<file path="src/rtl/square_acc.sv">
// Iterative square-and-add: y = a*a + r via a 1-bit-per-cycle shift-add multiplier.
// Define SQUARE_ACC_EARLY_EXIT_EN to leave MUL as soon as no multiplier bits remain.
module square_acc #(
  parameter int WIDTH   = 8,
  parameter int R_WIDTH = 8
) (
  input  logic               clk_i,
  input  logic               rst_i,
  input  logic               start_i,
  input  logic [WIDTH-1:0]   a_bi,
  input  logic [R_WIDTH-1:0] r_bi,
  output logic [2*WIDTH:0]   y_bo,
  output logic               busy_o,
  output logic               done_o
);

  localparam int AW = 2*WIDTH+1;
  localparam int CW = (WIDTH > 1) ? $clog2(WIDTH) : 1;

  typedef enum logic [1:0] {
    S_IDLE = 2'd0,
    S_MUL  = 2'd1,
    S_ADD  = 2'd2,
    S_FIN  = 2'd3
  } state_t;

  state_t             state;
  state_t             state_nx;
  logic [2*WIDTH-1:0] mc;
  logic [WIDTH-1:0]   m;
  logic [AW-1:0]      acc;
  logic [R_WIDTH-1:0] r_q;
  logic [CW-1:0]      cnt;

  logic mul_last;
  logic load;
  logic step;
  logic add_r;
  logic fin;
  logic clr;

  always_ff @(posedge clk_i) begin
    if (rst_i) state <= S_IDLE;
    else       state <= state_nx;
  end

  always_comb begin
    state_nx = state;
    mul_last = (cnt == CW'(WIDTH-1));
`ifdef SQUARE_ACC_EARLY_EXIT_EN
    mul_last = mul_last | ((m >> 1) == '0);
`endif
    case (state)
      S_IDLE:  if (start_i) state_nx = S_MUL;
      S_MUL:   if (mul_last) state_nx = S_ADD;
      S_ADD:   state_nx = S_FIN;
      S_FIN:   state_nx = S_IDLE;
      default: state_nx = S_IDLE;
    endcase
  end

  always_comb begin
    load  = 1'b0;
    step  = 1'b0;
    add_r = 1'b0;
    fin   = 1'b0;
    clr   = 1'b0;
    case (state)
      S_IDLE:  load  = start_i;
      S_MUL:   step  = 1'b1;
      S_ADD:   add_r = 1'b1;
      S_FIN:   fin   = 1'b1;
      default: clr   = 1'b1;
    endcase
  end

  always_ff @(posedge clk_i) begin
    if (rst_i) begin
      mc     <= '0;
      m      <= '0;
      acc    <= '0;
      r_q    <= '0;
      cnt    <= '0;
      y_bo   <= '0;
      busy_o <= 1'b0;
      done_o <= 1'b0;
    end else begin
      done_o <= fin;
      if (load) begin
        mc     <= {{WIDTH{1'b0}}, a_bi};
        m      <= a_bi;
        r_q    <= r_bi;
        acc    <= '0;
        cnt    <= '0;
        busy_o <= 1'b1;
      end
      if (step) begin
        if (m[0]) acc <= acc + {1'b0, mc};
        mc  <= mc << 1;
        m   <= m >> 1;
        cnt <= cnt + CW'(1);
      end
      if (add_r) acc <= acc + AW'(r_q);
      // result is published only here, so an aborted op never leaks
      if (fin) begin
        y_bo   <= acc;
        busy_o <= 1'b0;
      end
      if (clr) busy_o <= 1'b0;
    end
  end

endmodule

</file>
<file path="config.mk">
export PLATFORM = sky130hd
export DESIGN_NAME = square_acc
export DESIGN_NICKNAME = d
export VERILOG_FILES = /design/src/rtl/square_acc.sv
export SDC_FILE = /design/constraint.sdc
export NUM_CORES = 1
export LEC_CHECK = 0
export CELL_PAD_IN_SITES_DETAIL_PLACEMENT = 0
export CELL_PAD_IN_SITES_GLOBAL_PLACEMENT = 1
export CORE_ASPECT_RATIO = 0.9
export CORE_MARGIN = 1.5
export CORE_UTILIZATION = 39
export DETAILED_ROUTE_END_ITERATION = 12
export PLACE_DENSITY = 0.87
export SLEW_MARGIN = 20
export SYNTH_ARGS = -nofsm -noshare
export SYNTH_HDL_FRONTEND = slang
export SYNTH_SLANG_ARGS = --single-unit
</file>
<file path="constraint.sdc">
create_clock -name clk_i -period 2.12 [get_ports clk_i]
set_input_delay 0.424 -clock clk_i [delete_from_list [all_inputs] [get_ports clk_i]]
set_output_delay 0.424 -clock clk_i [all_outputs]
set_load 0.05 [all_outputs]
</file>
==> results of run 1 <==
[power breakdown]
group	switching, mW	leakage [nW]	total, mW	internal, mW
Clock	0.604	0.180	1.87	1.27
Sequential	0.200	0.595	1.80	1.60
Combinational	1.21	1.42	2.02	0.811
[layer usage]
layer	global-route usage (%)	share of wire (%)	vias to the layer above
li1	-	-	1871
met1	23.15	45	1722
met2	34.24	49	82
met3	3.925	4.4	10
met4	6.329	1.5	0
met5	0	0	-
[worst min-delay path: stages, from the launching register on]
cell,delay (ns)
dfxtp_1,0.31
nand2_1,0.05
a21oi_1,0.05
[state kept, by name (all words and copies together) (netlist names)]
register and count:
acc 17, busy_o 1, cnt 3, done_o 1, m 8, mc 16, r_q 8, state 2
y_bo 17
[cells in the final DEF, fill, tap and decap left out, drive strengths merged, types with 11 or more instances in the layout]
| cell | n |
|---|---|
| a211oi | 14 |
| a21oi | 70 |
| and3 | 14 |
| buf | 35 |
| clkdlybuf4s50 | 36 |
| dfxtp | 73 |
| ha | 31 |
| mux2i | 24 |
| nand2 | 66 |
| nor2 | 62 |
| o21ai | 15 |
| xnor2 | 11 |
[cell type report]
cell class	count	area [um2]	area share, %
multi-input cells	386	2597	49.09
flip-flops and latches	73	1469	27.76
repair buffers	71	661.9	12.51
clock buffers	9	225.2	4.256
well taps	129	161.4	3.050
clock inverters	7	142.6	2.696
inverters	9	33.78	0.6384
[worst paths after layout]
kind / startpoint / to / slack [ns]
max reg2reg: acc[0] / acc[16] / -0.05
min: r_q[5] / r_q[5] / 0.46
max: acc[0] / acc[16] / -0.05
min reg2reg: r_q[5] / r_q[5] / 0.46
[timing repair]
action / in CTS / in global routing
gates resized for setup: 9 / 15
buffers inserted: 2 / 1
setup endpoints to repair: 6 / 8
pin swaps: 10 / 4
[stage by stage]
step / setup WS, ns / hold slack (ns) / total power [mW]
6_report: -0.04879 / 0.4644 / 5.694
5_1_grt: -0.09887 / 0.4846 / 6.048
4_1_cts: -0.03752 / 0.4638 / 5.681
3_5_place_dp: -0.1002 / 0.4548 / 3.764
3_3_place_gp: -0.05517 / 0.4521 / 3.700
2_1_floorplan: 0.04102 / 0.4400 / 3.130
[kinds of logic (layout without fill, tap and decap cells)]
logic type	after synthesis	after routing	share of synthesized area, %
xor+xnor	16	16	3.419
compound gates	142	142	22.34
mux	27	27	6.776
buf+inv	35	96	3.388
simple gates	168	168	17.98
fa+ha+maj	33	33	10.44
flops	73	73	35.65
==> flow_summary.yaml, run 1 <==
timing:
  setup_ws_ns: -0.04879
  finalMaxSlewViolations: 0
  fin_skew_ns: 0.01083
  hold_viol: 0
  fin_crit_sh_pct: 102.3
  period_needed_ns: 2.169
  tightest_slew_ns: 0.5066
  fin_tns_setup_ns: -0.05540
  fmax_mhz: 461.1
  setup_viol: 2
  relSlewSlack_pct: 66.12
  rsz0062_at_grt: "true"
worst_setup_path:
  startpoint_type: "flip-flop"
  critical_path.cell_chain: "ha_4 -> fa_2 -> a211o_1 -> a21oi_4 -> a211oi_4 -> and3_4 -> o221a_1 -> nor3_2"
  end_kind: "flip-flop"
  crit_path_top_delay_cell: "dfxtp_4"
  critical-path-top-delay-family: "compound AO/OA/AOI/OAI gates"
  critPathKind: "reg -> reg"
  worst-path-buf-inv: 0
  timing.critical_path.required_ns: 2.38
  cp_num_cells: 8
  slowest_delay_ns: 0.36
  r2r_cells: 8
  worst-path-max-fanout: 6
  crit_arrival_ns: 2.43
grt:
  grt_usage_pct: 19.13
  grt-ovfl-total: 0
  grt_pass1_vias: 3555
  antenna_found_initial: 0
  grt_max_degree: 36
  grt_pass1_wl_mm: 17.22
cts:
  insertion_delay_ns: 0.34
  cts_tree: "done"
  cts_buffer_depth: 2
  numCtsBuffers: 9
  clk_pin_slew_worst_paths_ns: 0.06
  cts-root-buf: "clkbuf_16"
  htreeDepth: 3
  cts_sinks: 73
  ctsHoldBuffers: 0
yosys:
  syn-cell-area_um2: 4099
  ys_types: 60
  async_flop_share_pct: 0
  synthCells: 494
  synthTopCellsByCount: "dfxtp_1, a21oi_1, nand2_1"
  yosysMostFrequentCell: "dfxtp_1"
  synth_top_area_share_pct: 35.65
  synthTopCellsByArea: "dfxtp_1, ha_1, a21oi_1"
  synth_edf_count: 0
  dominantRegCellSynth: "dfxtp_1"
  synth_nets: 546
  ys_warn_count: 0
  yosys.area.top_type: "dfxtp_1"
  ys_seq_area_share_pct: 35.65
  synth-seq-cells: 73
  syn_avg_cell_area_um2: 8.297
cells_and_area:
  syn2layout_area_growth_pct: 29.09
  final_util_pct: 51.64
  fillers: 1003
  layout-drive-gt1-share_pct: 15.32
  fin_cells: 684
  antennaDiodeCount: 0
  final_nets: 602
  finalInstanceArea_um2: 5291
routing:
  drc: 0
  vias_per_cell: 5.387
  drtAntennaViolNets: 0
  vias: 3685
  wire_per_inst_um: 15.10
  routed_wl_mm: 10.33
  initialDrtViolationCount: 211
  first_pass_iters: 4
placement:
  placed_area_um2: 4796
  portBuffers: 37
  dp_hpwl_mm: 7.151
  place.gp.congestion: 0.8915
  placedCellCount: 665
floorplan:
  start_util_pct: 40.00
  coreArea_um2: 10250
  dieArea_um2: 11140
  num_io_pins: 38
  die_h_um: 100.3
  die_w_um: 111.1
  rows: 35
power_and_ir_drop:
  ir_drop_uv: 798.5
  p_leak_nw: 2.190
  pwr_density_cell_nw_per_um2: 1076
hold_path:
  hold_class: "reg -> reg"
  holdPathStages: 2
outcome:
  status: "complete, but fails checks"
  violations: "negative setup slack"
job:
  maxCapViolCount: 0
No activity file was read; power rests on OpenSTA's default activity.
==> run 2: changes to the inputs <==
--- a/config.mk
+++ b/config.mk
@@ -10,6 +10,7 @@
 export CORE_ASPECT_RATIO = 0.9
 export CORE_MARGIN = 1.5
 export CORE_UTILIZATION = 39
+export CTS_CLUSTER_SIZE = 24
 export DETAILED_ROUTE_END_ITERATION = 12
 export PLACE_DENSITY = 0.87
 export SLEW_MARGIN = 20
==> results of run 2 <==
The final DEF is identical to that of run 1; final timing and power are the same.
==> run 3: changes to the inputs <==
--- a/config.mk
+++ b/config.mk
@@ -10,8 +10,10 @@
 export CORE_ASPECT_RATIO = 0.9
 export CORE_MARGIN = 1.5
 export CORE_UTILIZATION = 39
+export CTS_CLUSTER_DIAMETER = 200
 export CTS_CLUSTER_SIZE = 24
 export DETAILED_ROUTE_END_ITERATION = 12
+export GPL_TIMING_DRIVEN = 0
 export PLACE_DENSITY = 0.87
 export SLEW_MARGIN = 20
 export SYNTH_ARGS = -nofsm -noshare
==> run 3 against run 2 <==
Net effect:
- the run still ends with negative setup slack left
- clock-buffer cell count rose by 2
- via count is 1.7% higher
- hold slack got worse by 0.0020 ns
- sequential share of layout area grew 1.0 points
- clock power is 17% lower
- cell count unchanged
- largest power group unchanged
==> flow_summary.yaml, run 3 (synthesis gave the netlist of run 1 again) <==
job:
  maxCapViolCount: 0
hold_path:
  hold_class: "reg -> reg"
cells_and_area:
  final_nets: 602
  layout-drive-gt1-share_pct: 13.15
  top_regs: "acc: 17 flops, y_bo: 17 flops, mc: 16 flops"
  final_util_pct: 50.09
  fin_cells: 684
  final_cell_mix: "nand2_1, dfxtp_1, a21oi_1, nor2_1, clkdlybuf4s50_1"
  syn2layout_area_growth_pct: 25.21
  antennaDiodeCount: 0
routing:
  first_pass_iters: 7
  drc: 0
  routed_wl_mm: 10.88
  drtAntennaViolNets: 0
  vias: 3749
  vias_per_cell: 5.481
  wire_per_inst_um: 15.91
  initialDrtViolationCount: 168
floorplan:
  die_h_um: 100.3
  rows: 35
  die_w_um: 111.1
  start_util_pct: 40.00
  num_io_pins: 38
  dieArea_um2: 11140
  coreArea_um2: 10250
power_and_ir_drop:
  pwr_density_cell_nw_per_um2: 1033
  p_clk_share_pct: 29.2
  intPower_mw: 3.263
  ir_drop_uv: 565.2
  p_sw_share_pct: 38.47
  switching_power_mw: 2.040
  p_leak_nw: 2.078
  pwr-share-seq_pct: 34.5
  power.total_mw: 5.303
  pwr-share-comb_pct: 36.3
outcome:
  violations: "negative setup slack"
  status: "complete, but fails checks"
timing:
  period_needed_ns: 2.232
  fin_crit_sh_pct: 105.3
  tightest_slew_ns: 0.6945
  fin_skew_ns: 0.01131
  fmax_mhz: 448.0
  setup_ws_ns: -0.1120
  finalMaxSlewViolations: 0
  fin_tns_setup_ns: -0.3214
  relSlewSlack_pct: 53.70
  hold_viol: 0
  setup_viol: 5
  rsz0062_at_grt: "true"
worst_setup_path:
  endpoint: "acc[12]"
  r2r-end: "acc[12]"
  startpoint_type: "flip-flop"
  crit_path_top_delay_cell: "fa_2"
  r2r_start: "mc[0]"
  timing.critical_path.required_ns: 2.39
  critical_path.cell_chain: "ha_4 -> fa_2 -> a211oi_4 -> o211ai_1 -> a31oi_2 -> buf_4 -> xnor2_2 -> nand2_1 -> a21oi_1"
  cp-startpoint: "mc[0]"
  worst-r2r-setup-slack_ns: -0.11
  crit_arrival_ns: 2.50
  critPathKind: "reg -> reg"
  slowest_delay_ns: 0.38
  worst-path-max-fanout: 3
  end_kind: "flip-flop"
  r2r_cells: 9
cts:
  htreeDepth: 3
  cts_buffer_depth: 2
  ctsHoldBuffers: 0
  cts-root-buf: "clkbuf_16"
  clk_pin_slew_worst_paths_ns: 0.06
  numCtsBuffers: 9
  cts_sinks: 73
  cts_tree: "done"
  insertion_delay_ns: 0.35
placement:
  dp_hpwl_mm: 7.728
  pre_cts_ws_ns: -0.3516
  portBuffers: 36
  placedCellCount: 659
  place.gp.congestion: 0.8881
grt:
  grt_usage_pct: 20.32
  grt-ovfl-total: 0
  grt_pass1_wl_mm: 18.11
  grt_max_degree: 13
  antenna_found_initial: 0
  grt_pass1_vias: 3646
[run 3: changes by cell type in the layout (fill, tap and decap cells not counted), moves of 2 or more]
cell and change:
buf_1 +3, clkbuf_1 +15, buf_2 +2, a21oi_2 +2
buf_12 -3, a21oi_1 -2, clkinvlp_4 +2, dfxtp_1 -3
buf_4 -20, clkbuf_2 +3, dfxtp_4 +2, clkinv_4 -2
bufinv_16 -3
[run 3: critical path: cells and delay by family, from the launching register on]
family | cells | cell delay [ns]
and+or+nand+nor | 1 | 0.08
DFF | 1 | 0.37
buffers and inverters | 1 | 0.18
AOI/OAI and AO/OA | 4 | 0.87
xor gates and xnor gates | 1 | 0.11
adders and majority gates | 2 | 0.54
[run 3: layout make-up]
cell class | count | area [um2]
Fill cell | 1012 | 5115
Multi-Input combinational cell | 386 | 2614
Sequential cell | 73 | 1478
Timing Repair Buffer | 45 | 427.9
Clock buffer | 11 | 242.7
Tap cell | 129 | 161.4
Buffer | 26 | 120.1
Clock inverter | 5 | 55.05
Inverter | 9 | 33.78
[run 3: what timing repair did]
action                     CTS  global route
pin swaps                   15            17
gates resized for setup     25            19
hold endpoints to repair     0             0
setup endpoints to repair   16            14
buffers inserted             6             3
[run 3: worst min path at each step]
stage,start,endpoint,slack [ns],cells after the start
after floorplan,r_q[0],r_q[0],0.44,2
after global placement,r_q[0],r_q[0],0.45,2
after CTS,r_q[5],r_q[5],0.46,2
after detailed placement,r_q[5],r_q[5],0.45,2
after global routing,r_q[6],r_q[6],0.49,2
final,r_q[5],r_q[5],0.46,2
[run 3: routing by layer]
metal / share of wire [%] / wire [um] / vias to the layer above / global-route usage [%]
met2: 48 / 5177 / 87 / 34.43
met3: 5.2 / 571 / 17 / 5.133
met4: 2.4 / 258 / 0 / 6.719
met1: 45 / 4876 / 1769 / 25.54
li1: - / - / 1876 / -
met5: 0 / 0 / - / 0
[run 3: stage by stage]
step / hold slack, ns / area [um2]
after floorplan: 0.4400 / 4104
after global placement: 0.4486 / 4626
after detailed placement: 0.4540 / 4626
after CTS: 0.4621 / 5064
after global routing: 0.4858 / 5132
final: 0.4624 / 5132
[run 3: power by group through the flow]
stage	registers (mW)	logic, mW	clock network [mW]
2_1_floorplan	1.80	1.33	0
3_3_place_gp	1.83	1.76	0
3_5_place_dp	1.84	1.80	0
4_1_cts	1.82	1.86	1.57
5_1_grt	1.87	2.15	1.63
6_report	1.83	1.93	1.55
